File: src/rtl/ftoi_pkg.sv
// Shared types and constants for the float-to-int arbiter slice.
package ftoi_pkg;
  localparam int FTOI_BIAS_SHIFT   = 158;
  localparam int FTOI_ZERO_EXP_MAX = 126;
  localparam int NREQ              = 2;

  typedef struct packed {
    logic        s;
    logic [7:0]  e;
    logic [22:0] m;
  } float_t;
endpackage

File: src/rtl/ftoi_arb_if.sv
// Per-requester request/result channels of the shared float-to-int converter.
// Handshake: a request transfers when in_valid[i] && in_ready[i] on a rising edge;
// a result transfers when out_valid[i] && out_ready[i]. out_ready is ignored while out_valid is 0.
interface ftoi_arb_if;
  import ftoi_pkg::*;

  logic [NREQ-1:0]       in_valid;
  logic [NREQ-1:0][31:0] in_x;
  logic [NREQ-1:0]       in_ready;
  logic [NREQ-1:0]       out_valid;
  logic [NREQ-1:0][31:0] out_y;
  logic [NREQ-1:0]       out_ready;

  modport master (
    output in_valid, in_x, out_ready,
    input  in_ready, out_valid, out_y
  );

  modport slave (
    input  in_valid, in_x, out_ready,
    output in_ready, out_valid, out_y
  );
endinterface

File: src/rtl/ftoi_core.sv
// Combinational IEEE-754 single to signed 32-bit integer, truncating toward zero.
module ftoi_core
  import ftoi_pkg::*;
(
  input  logic [31:0] x,
  output logic [31:0] y
);
  float_t     f;
  logic [7:0] sh_full;
  logic [31:0] mag;

  assign f = float_t'(x);

  // Shift amount wraps modulo 32 for large exponents; no saturation by design.
  always_comb begin
    sh_full = 8'(FTOI_BIAS_SHIFT) - f.e;
    mag     = {1'b1, f.m, 8'b0} >> sh_full[4:0];
    if (f.e <= 8'(FTOI_ZERO_EXP_MAX)) begin
      y = '0;
    end else if (f.s) begin
      y = ~mag + 32'd1;
    end else begin
      y = mag;
    end
  end
endmodule

File: src/rtl/ftoi_arb.sv
// Two requesters share one float-to-int converter; round-robin on ties, one-cycle result latency.
module ftoi_arb
  import ftoi_pkg::*;
#(
  parameter int CNT_W = 16
) (
  input  logic             clk,
  input  logic             rst,
  ftoi_arb_if.slave        bus,
  output logic [CNT_W-1:0] conv_count
);
  logic                  last_grant;
  logic [NREQ-1:0]       elig;
  logic                  grant_any;
  logic                  grant_idx;
  logic [31:0]           core_y;
  logic [NREQ-1:0]       out_valid_q;
  logic [NREQ-1:0][31:0] out_y_q;

  // A port may accept when its result slot is empty or being drained this cycle.
  always_comb begin
    elig      = bus.in_valid & (~out_valid_q | bus.out_ready);
    grant_any = |elig;
    if (elig == 2'b11) begin
      grant_idx = ~last_grant;
    end else begin
      grant_idx = elig[1];
    end
    bus.in_ready = '0;
    if (grant_any && !rst) begin
      bus.in_ready[grant_idx] = 1'b1;
    end
  end

  ftoi_core u_core (
    .x (bus.in_x[grant_idx]),
    .y (core_y)
  );

  always_ff @(posedge clk or posedge rst) begin
    if (rst) begin
      last_grant <= 1'b1;
      conv_count <= '0;
    end else if (grant_any) begin
      last_grant <= grant_idx;
      conv_count <= conv_count + CNT_W'(1);
    end
  end

  // Accept wins over consume so a port can stream one result per cycle.
  always_ff @(posedge clk or posedge rst) begin
    if (rst) begin
      out_valid_q <= '0;
      out_y_q     <= '0;
    end else begin
      for (int i = 0; i < NREQ; i++) begin
        if (bus.in_ready[i]) begin
          out_valid_q[i] <= 1'b1;
          out_y_q[i]     <= core_y;
        end else if (bus.out_ready[i]) begin
          out_valid_q[i] <= 1'b0;
        end
      end
    end
  end

  assign bus.out_valid = out_valid_q;
  assign bus.out_y     = out_y_q;
endmodule
File: src/flat_wrapper.sv
// flat-port wrapper written by rule: the top's interface ports become plain ports
module ftoi_arb_flat import ftoi_pkg::*;
#(
  parameter int CNT_W = 16
)
  (clk, rst, conv_count, bus_in_valid, bus_in_x, bus_out_ready, bus_in_ready, bus_out_valid, bus_out_y);
  ftoi_arb_if bus_i ();
  input  logic clk;
  input  logic rst;
  output logic [CNT_W-1:0] conv_count;
  input wire logic [$bits(bus_i.in_valid)-1:0] bus_in_valid;
  input wire logic [$bits(bus_i.in_x)-1:0] bus_in_x;
  input wire logic [$bits(bus_i.out_ready)-1:0] bus_out_ready;
  output wire logic [$bits(bus_i.in_ready)-1:0] bus_in_ready;
  output wire logic [$bits(bus_i.out_valid)-1:0] bus_out_valid;
  output wire logic [$bits(bus_i.out_y)-1:0] bus_out_y;
  assign bus_i.in_valid = bus_in_valid;
  assign bus_i.in_x = bus_in_x;
  assign bus_i.out_ready = bus_out_ready;
  assign bus_in_ready = bus_i.in_ready;
  assign bus_out_valid = bus_i.out_valid;
  assign bus_out_y = bus_i.out_y;
  ftoi_arb #(.CNT_W(CNT_W)) u_core (.clk(clk), .rst(rst), .bus(bus_i), .conv_count(conv_count));
endmodule
File: config.mk
export PLATFORM = sky130hd
export DESIGN_NAME = ftoi_arb_flat
export DESIGN_NICKNAME = d
export VERILOG_FILES = /design/src/rtl/ftoi_pkg.sv /design/src/rtl/ftoi_arb_if.sv /design/src/rtl/ftoi_core.sv /design/src/rtl/ftoi_arb.sv /design/src/flat_wrapper.sv
export SDC_FILE = /design/constraint.sdc
export NUM_CORES = 1
export LEC_CHECK = 0
export ABC_CLOCK_PERIOD_IN_PS = 10220
export CORE_MARGIN = 4
export CORE_UTILIZATION = 35
export CTS_BUF_LIST = sky130_fd_sc_hd__clkbuf_8 sky130_fd_sc_hd__clkbuf_16
export CTS_CLUSTER_SIZE = 12
export DETAILED_ROUTE_END_ITERATION = 8
export HOLD_SLACK_MARGIN = 0.12
export PLACE_DENSITY_LB_ADDON = 0.08
export SKIP_LAST_GASP = 1
export SLEW_MARGIN = 0
export SYNTH_ARGS = -nofsm -noshare
export SYNTH_HDL_FRONTEND = slang
export SYNTH_SLANG_ARGS = --single-unit
File: constraint.sdc
create_clock -name clk -period 10.22 [get_ports clk]
set_clock_uncertainty 0.15 [all_clocks]
set_input_delay 2.044 -clock clk [delete_from_list [all_inputs] [get_ports clk]]
set_output_delay 2.044 -clock clk [all_outputs]
set_load 0.005 [all_outputs]
Yosys cells after proc, flatten, opt, wreduce, memory -nomap -nowiden
Cells that the tools add are included.
{"block": "classes", "n_addsub": 3, "n_lt_le_gt_ge": 3, "eq_ne": 1, "shift": 1, "mux": 12, "bitwise_logic": 5, "n_reduce_logical": 6}
{"cell": "2-to-1 mux 32 bit", "n": 4}
{"cell": "adder 32 x 1 -> 32 bit (second input constant)", "n": 1}
{"cell": "NOT 32 bit", "n": 1}
{"cell": ">> shifter 32 x 5 -> 32 bit", "n": 1}
{"cell": "adder 16 x 1 -> 16 bit (second input constant)", "n": 1}
{"cell": "<= comparator 8 x 7 -> 1 bit (second input constant)", "n": 1}
{"cell": "2-to-1 mux 1 bit", "n": 6}
{"cell": "subtractor 5 bit (first input constant)", "n": 1}
{"cell": "nonzero test 2 bit", "n": 2}
{"cell": "bitwise AND 2 bit", "n": 1}
{"cell": "equality test 2 bit (second input constant)", "n": 1}
{"cell": "logical AND 1 bit", "n": 2}
{"cell": "< comparator 1 x 2 -> 1 bit (second input constant)", "n": 1}
{"cell": "2-to-1 mux 2 bit", "n": 1}
{"cell": "NOT 2 bit", "n": 1}
{"cell": "OR 2 bit", "n": 1}
{"cell": "OR reduction 2 bit", "n": 1}
{"cell": "demux 1 bit (select 1 bit)", "n": 1}
{"cell": "greater-or-equal comparator 1 bit (second input constant)", "n": 1}
{"cell": "zero test 1 bit", "n": 1}
{"cell": "NOT 1 bit", "n": 1}
{"block": "totals", "reg_bits": 83, "out_inout_bits": 84, "elab_cells": 37}

Longest topological paths before layout
{"block": "logic_depth", "depth_word": 13, "depth_mapped": 23, "depth_no_buf": 16}

Modules after synthesis
A second synthesis with hierarchy kept.
{"block": "unflattened", "hier_cells": 637, "hier_area_um2": 6510.0}
{"mod": "ftoi_arb", "n_inst": 1, "cells_each": 252, "area_each_um2": 3687.3, "seq_area_each_um2": 2078.2}
{"mod": "ftoi_core", "n_inst": 1, "cells_each": 385, "area_each_um2": 2822.7, "seq_area_each_um2": 0.0}

Least setup slack after synthesis
No wires, ideal clock.
{"block": "synth_path", "kind": "input -> register", "from": "in bus_out_ready[1]", "to": "reg u_core.out_y_q (netlist bit u_core.bus.out_y[42])", "arrival_ps": 6448, "required_ps": 9950, "path_slack_ps": 3502, "path_stages": 22, "n_path_buf": 6, "path_cell_list": "nand2b_1 -> buf_4 -> o211ai_4 -> buf_6 -> buf_2 -> buf_2 -> mux2i_1 -> inv_1 -> ha_1 -> buf_6 -> xor2_4 -> mux4_2 -> nor2_1 -> a211oi_1 -> a32o_1 -> a211o_1 -> a211o_4 -> nor3_4 -> buf_6 -> a21oi_1 -> xnor2_1 -> a31o_2"}
{"block": "synth_via", "elab_chain_len": 12}
{"item": "from (decl)", "line_no": "flat_wrapper.sv:13", "text": "input wire logic [$bits(bus_i.out_ready)-1:0] bus_out_ready;"}
{"item": "OR 2 bit *", "line_no": "ftoi_arb.sv:22", "text": "elig = bus.in_valid & (~out_valid_q | bus.out_ready);"}
{"item": "bitwise AND 2 bit *", "line_no": "ftoi_arb.sv:22"}
{"item": "equality test 2 bit", "line_no": "ftoi_arb.sv:24", "text": "if (elig == 2'b11) begin"}
{"item": "2-to-1 mux 1 bit", "line_no": "ftoi_arb.sv:24"}
{"item": "2-to-1 mux 32 bit (not written as such) (2 in series)", "line_no": "ftoi_arb.sv:36", "text": ".x (bus.in_x[grant_idx]),"}
{"item": "subtractor 5 bit", "line_no": "ftoi_core.sv:16", "text": "sh_full = 8'(FTOI_BIAS_SHIFT) - f.e;"}
{"item": ">> shifter 32 x 5 -> 32 bit", "line_no": "ftoi_core.sv:17", "text": "mag = {1'b1, f.m, 8'b0} >> sh_full[4:0];"}
{"item": "NOT 32 bit", "line_no": "ftoi_core.sv:21", "text": "y = ~mag + 32'd1;"}
{"item": "adder 32 x 1 -> 32 bit", "line_no": "ftoi_core.sv:21"}
{"item": "2-to-1 mux 32 bit", "line_no": "ftoi_core.sv:20", "text": "end else if (f.s) begin"}
{"item": "2-to-1 mux 32 bit", "line_no": "ftoi_core.sv:18", "text": "if (f.e <= 8'(FTOI_ZERO_EXP_MAX)) begin"}
{"item": "to (signal, indexed assignment)", "line_no": "ftoi_arb.sv:59", "text": "out_y_q[i] <= core_y;"}
{"item": "to (decl)", "line_no": "ftoi_arb.sv:18", "text": "logic [NREQ-1:0][31:0] out_y_q;"}
Mark *: on every way between the ends. The rest lies on a longest branch, timed or not. The select of a mux whose other input is x is not followed.
A chain may end at the register's enable or synchronous reset.

Worst setup path after layout
{"block": "layout_path", "from": "in bus_out_ready[1]", "to": "reg u_core.out_y_q (netlist bit u_core.bus.out_y[13])"}
Same word-level chain as after synthesis.

==> impl_metrics.json <==
{
  "place_inst": 1208,
  "track_usage_pct": 20.77,
  "tns_ns": 0,
  "wl_per_cell_um": 20.61,
  "syn_area_um2": 7386,
  "firstDrtPassIters": 5,
  "worstPathCellList": "clkdlybuf4s50_1 -> nand2b_1 -> o211a_1 -> nand2_1 -> nand2_1 -> ha_1 -> xor2_4 -> mux4_2 -> mux2i_1 -> a211oi_1 -> mux2i_1 -> o211a_1 -> o2111ai_2 -> nor3_4 -> a31oi_1 -> xnor2_1 -> o31ai_1",
  "ys_seq_area_share_pct": 28.14,
  "cts_tree": "done",
  "top_level_ports": 154,
  "period_needed_ns": 7.865,
  "antenna_cells": 0,
  "hold_violations": 0,
  "syn-num-nets": 909,
  "start_util_pct": 36.04,
  "tightestPinTransition_ns": 1.006,
  "grt_pass1_wl_mm": 39.80,
  "arrival_ns": 7.92,
  "final-setup-viol-count": 0,
  "cap_violations": 0,
  "insertion_delay_ns": 0.34,
  "avgSynthCellArea_um2": 8.835,
  "vias": 7037,
  "place.gp.congestion": 0.9368,
  "cts-resized-gates": 0,
  "cp.required_ns": 10.28,
  "ys_ff_latch": 83,
  "critPathMaxStageDelay_ns": 0.81,
  "cts_root_buf": "clkbuf_16",
  "worst_slack_ns": 2.355,
  "die_y_um": 153.3,
  "critPathKind": "in -> reg",
  "synth_edf_count": 0,
  "crit_path_top_delay_cell": "nor3_4",
  "postCtsSetupBuffers": 0,
  "post-place-ws_ns": 2.058,
  "numClockSinks": 83,
  "drive_gt1_share_pct": 10.90,
  "dieArea_um2": 23490,
  "critPathBufInv": 1,
  "holdBufCountCts": 0,
  "antenna_found_initial": 0,
  "cts_made_buffers": 9,
  "status": "complete, no violations",
  "yosys_warnings": 0,
  "viasPerCell": 5.749,
  "coreArea_um2": 20490,
  "grt_max_degree": 70,
  "drt_wl_total_mm": 25.23,
  "grt.overflow.total": 0,
  "max_freq_ghz": 0.1271,
  "cpLargestDelayFamily": "simple AND/OR/NAND/NOR gates",
  "area_delta_synth_final_pct": 25.97,
  "cts_max_path_buffers": 2,
  "stdcell_count": 1224,
  "place_hpwl_mm": 19.38,
  "drt.antenna.violating_nets": 0,
  "drc": 0,
  "rows": 52,
  "drv_slew": 0,
  "grt_pass1_vias": 6753,
  "portBuffers": 153,
  "die_x_um": 153.3,
  "worstPathMaxFanout": 26,
  "powerDensity_nw_per_um2": 195.2,
  "clk_pin_slew_ns": 0.06,
  "vdd_drop_max_uv": 78.21,
  "power.leakage_nw": 3.728,
  "maxSlewHeadroom_pct": 32.75,
  "rsz0062_at_grt": "no",
  "end_kind": "flip-flop",
  "cp-start-kind": "primary input",
  "hold_class": "reg -> reg",
  "finalCritPeriodShare_pct": 76.96,
  "async_flop_share_pct": 100.0,
  "syn_inst": 836,
  "synth_cell_types": 85,
  "synthFlopType": "dfrtp_1",
  "holdWs_ns": 0.3226,
  "fin_nets": 1022,
  "drtIter0Drc": 499,
  "ctsHtreeMaxLevel": 3
}
[power breakdown]
part	leakage (nW)	internal, mW	switching [mW]
Combinational	2.50	0.456	0.527
Sequential	1.07	0.434	0.0745
Clock	0.155	0.194	0.130
Total	3.73	1.08	0.732
[flip-flops by register name, indices dropped and copies added (netlist names)]
signal                count
u_core.last_grant         1
u_core.bus.out_y         64
u_core.conv_count        16
u_core.bus.out_valid      2
[synthesized netlist by cell type (14+ instances only)]
library cell,count,area share (%)
a21oi_1,28,1.9
a31oi_1,16,1.4
buf_2,19,1.3
clkbuf_1,29,1.5
dfrtp_1,82,28
mux2_2,18,2.7
mux2i_1,75,10
mux4_2,19,5.8
nand2_1,127,6.5
nand3_1,35,2.4
nor2_1,53,2.7
nor3_1,14,0.95
o21ai_0,51,3.5
o31ai_1,22,2.2
xnor2_1,28,3.3
xor2_1,14,1.7
[final timing paths]
path | startpoint | depth (start not counted) | slack (ns) | endpoint
max | bus_out_ready[1] | 17 | 2.35 | u_core.bus.out_y[13]
min | u_core.bus.out_y[33] | 2 | 0.32 | u_core.bus.out_y[33]
max reg2reg | u_core.last_grant | 16 | 4.14 | u_core.bus.out_y[13]
min reg2reg | u_core.bus.out_y[33] | 2 | 0.32 | u_core.bus.out_y[33]
max in group asynchronous | rst | 3 | 6.78 | u_core.bus.out_y[20]
min in group asynchronous | rst | 2 | 1.97 | u_core.bus.out_y[31]
[tightest hold or removal path: cells and delay by family (launching register included)]
family	cells	cell delay, ns
simple gates	1	0.04
flops	1	0.34
compound gates	1	0.05
[area by class of cell]
type / count / area [µm²]
fillers: 2065 / 11190
repair buffers: 168 / 1634
clock buffers: 10 / 239.0
multi-input cells: 678 / 4923
well taps: 270 / 337.8
flip-flops and latches: 83 / 2078
clock inverters: 6 / 56.30
inverters: 9 / 35.03
[placed cells by master, fill, tap and decap left out, types with 22 or more instances in the layout]
| cell | netlist | layout |
|---|---|---|
| a21oi_1 | 28 | 28 |
| clkdlybuf4s50_1 | 0 | 151 |
| dfrtp_1 | 82 | 82 |
| mux2i_1 | 75 | 74 |
| nand2_1 | 127 | 126 |
| nand3_1 | 35 | 35 |
| nor2_1 | 53 | 53 |
| o21ai_0 | 51 | 51 |
| o31ai_1 | 22 | 22 |
| xnor2_1 | 28 | 28 |
[metrics by stage]
stage | util, % | instance area (µm²) | total power, mW
2_1_floorplan | - | 7386 | 1.067
3_3_place_gp | 43.96 | 9009 | 1.493
3_5_place_dp | 43.96 | 9009 | 1.497
4_1_cts | 45.40 | 9304 | 1.828
5_1_grt | 45.40 | 9304 | 1.936
6_report | 45.40 | 9304 | 1.816
[routing by layer]
layer | part of all wire [%] | track usage, %
met1 | 47 | 29.98
met2 | 45 | 32.10
met3 | 4.8 | 2.460
met4 | 3.2 | 7.425
met5 | 0 | 0
[cell families (layout without fill, tap and decap cells)]
group | Yosys count | in the layout | synth area share, %
mux | 114 | 114 | 19.24
simple gates | 292 | 292 | 18.80
xor+xnor | 47 | 47 | 6.539
buf+inv | 75 | 193 | 5.302
fa+ha+maj | 3 | 3 | 0.5083
compound gates | 222 | 222 | 21.46
flops | 83 | 83 | 28.14
(Power assumes the default switching activity.)
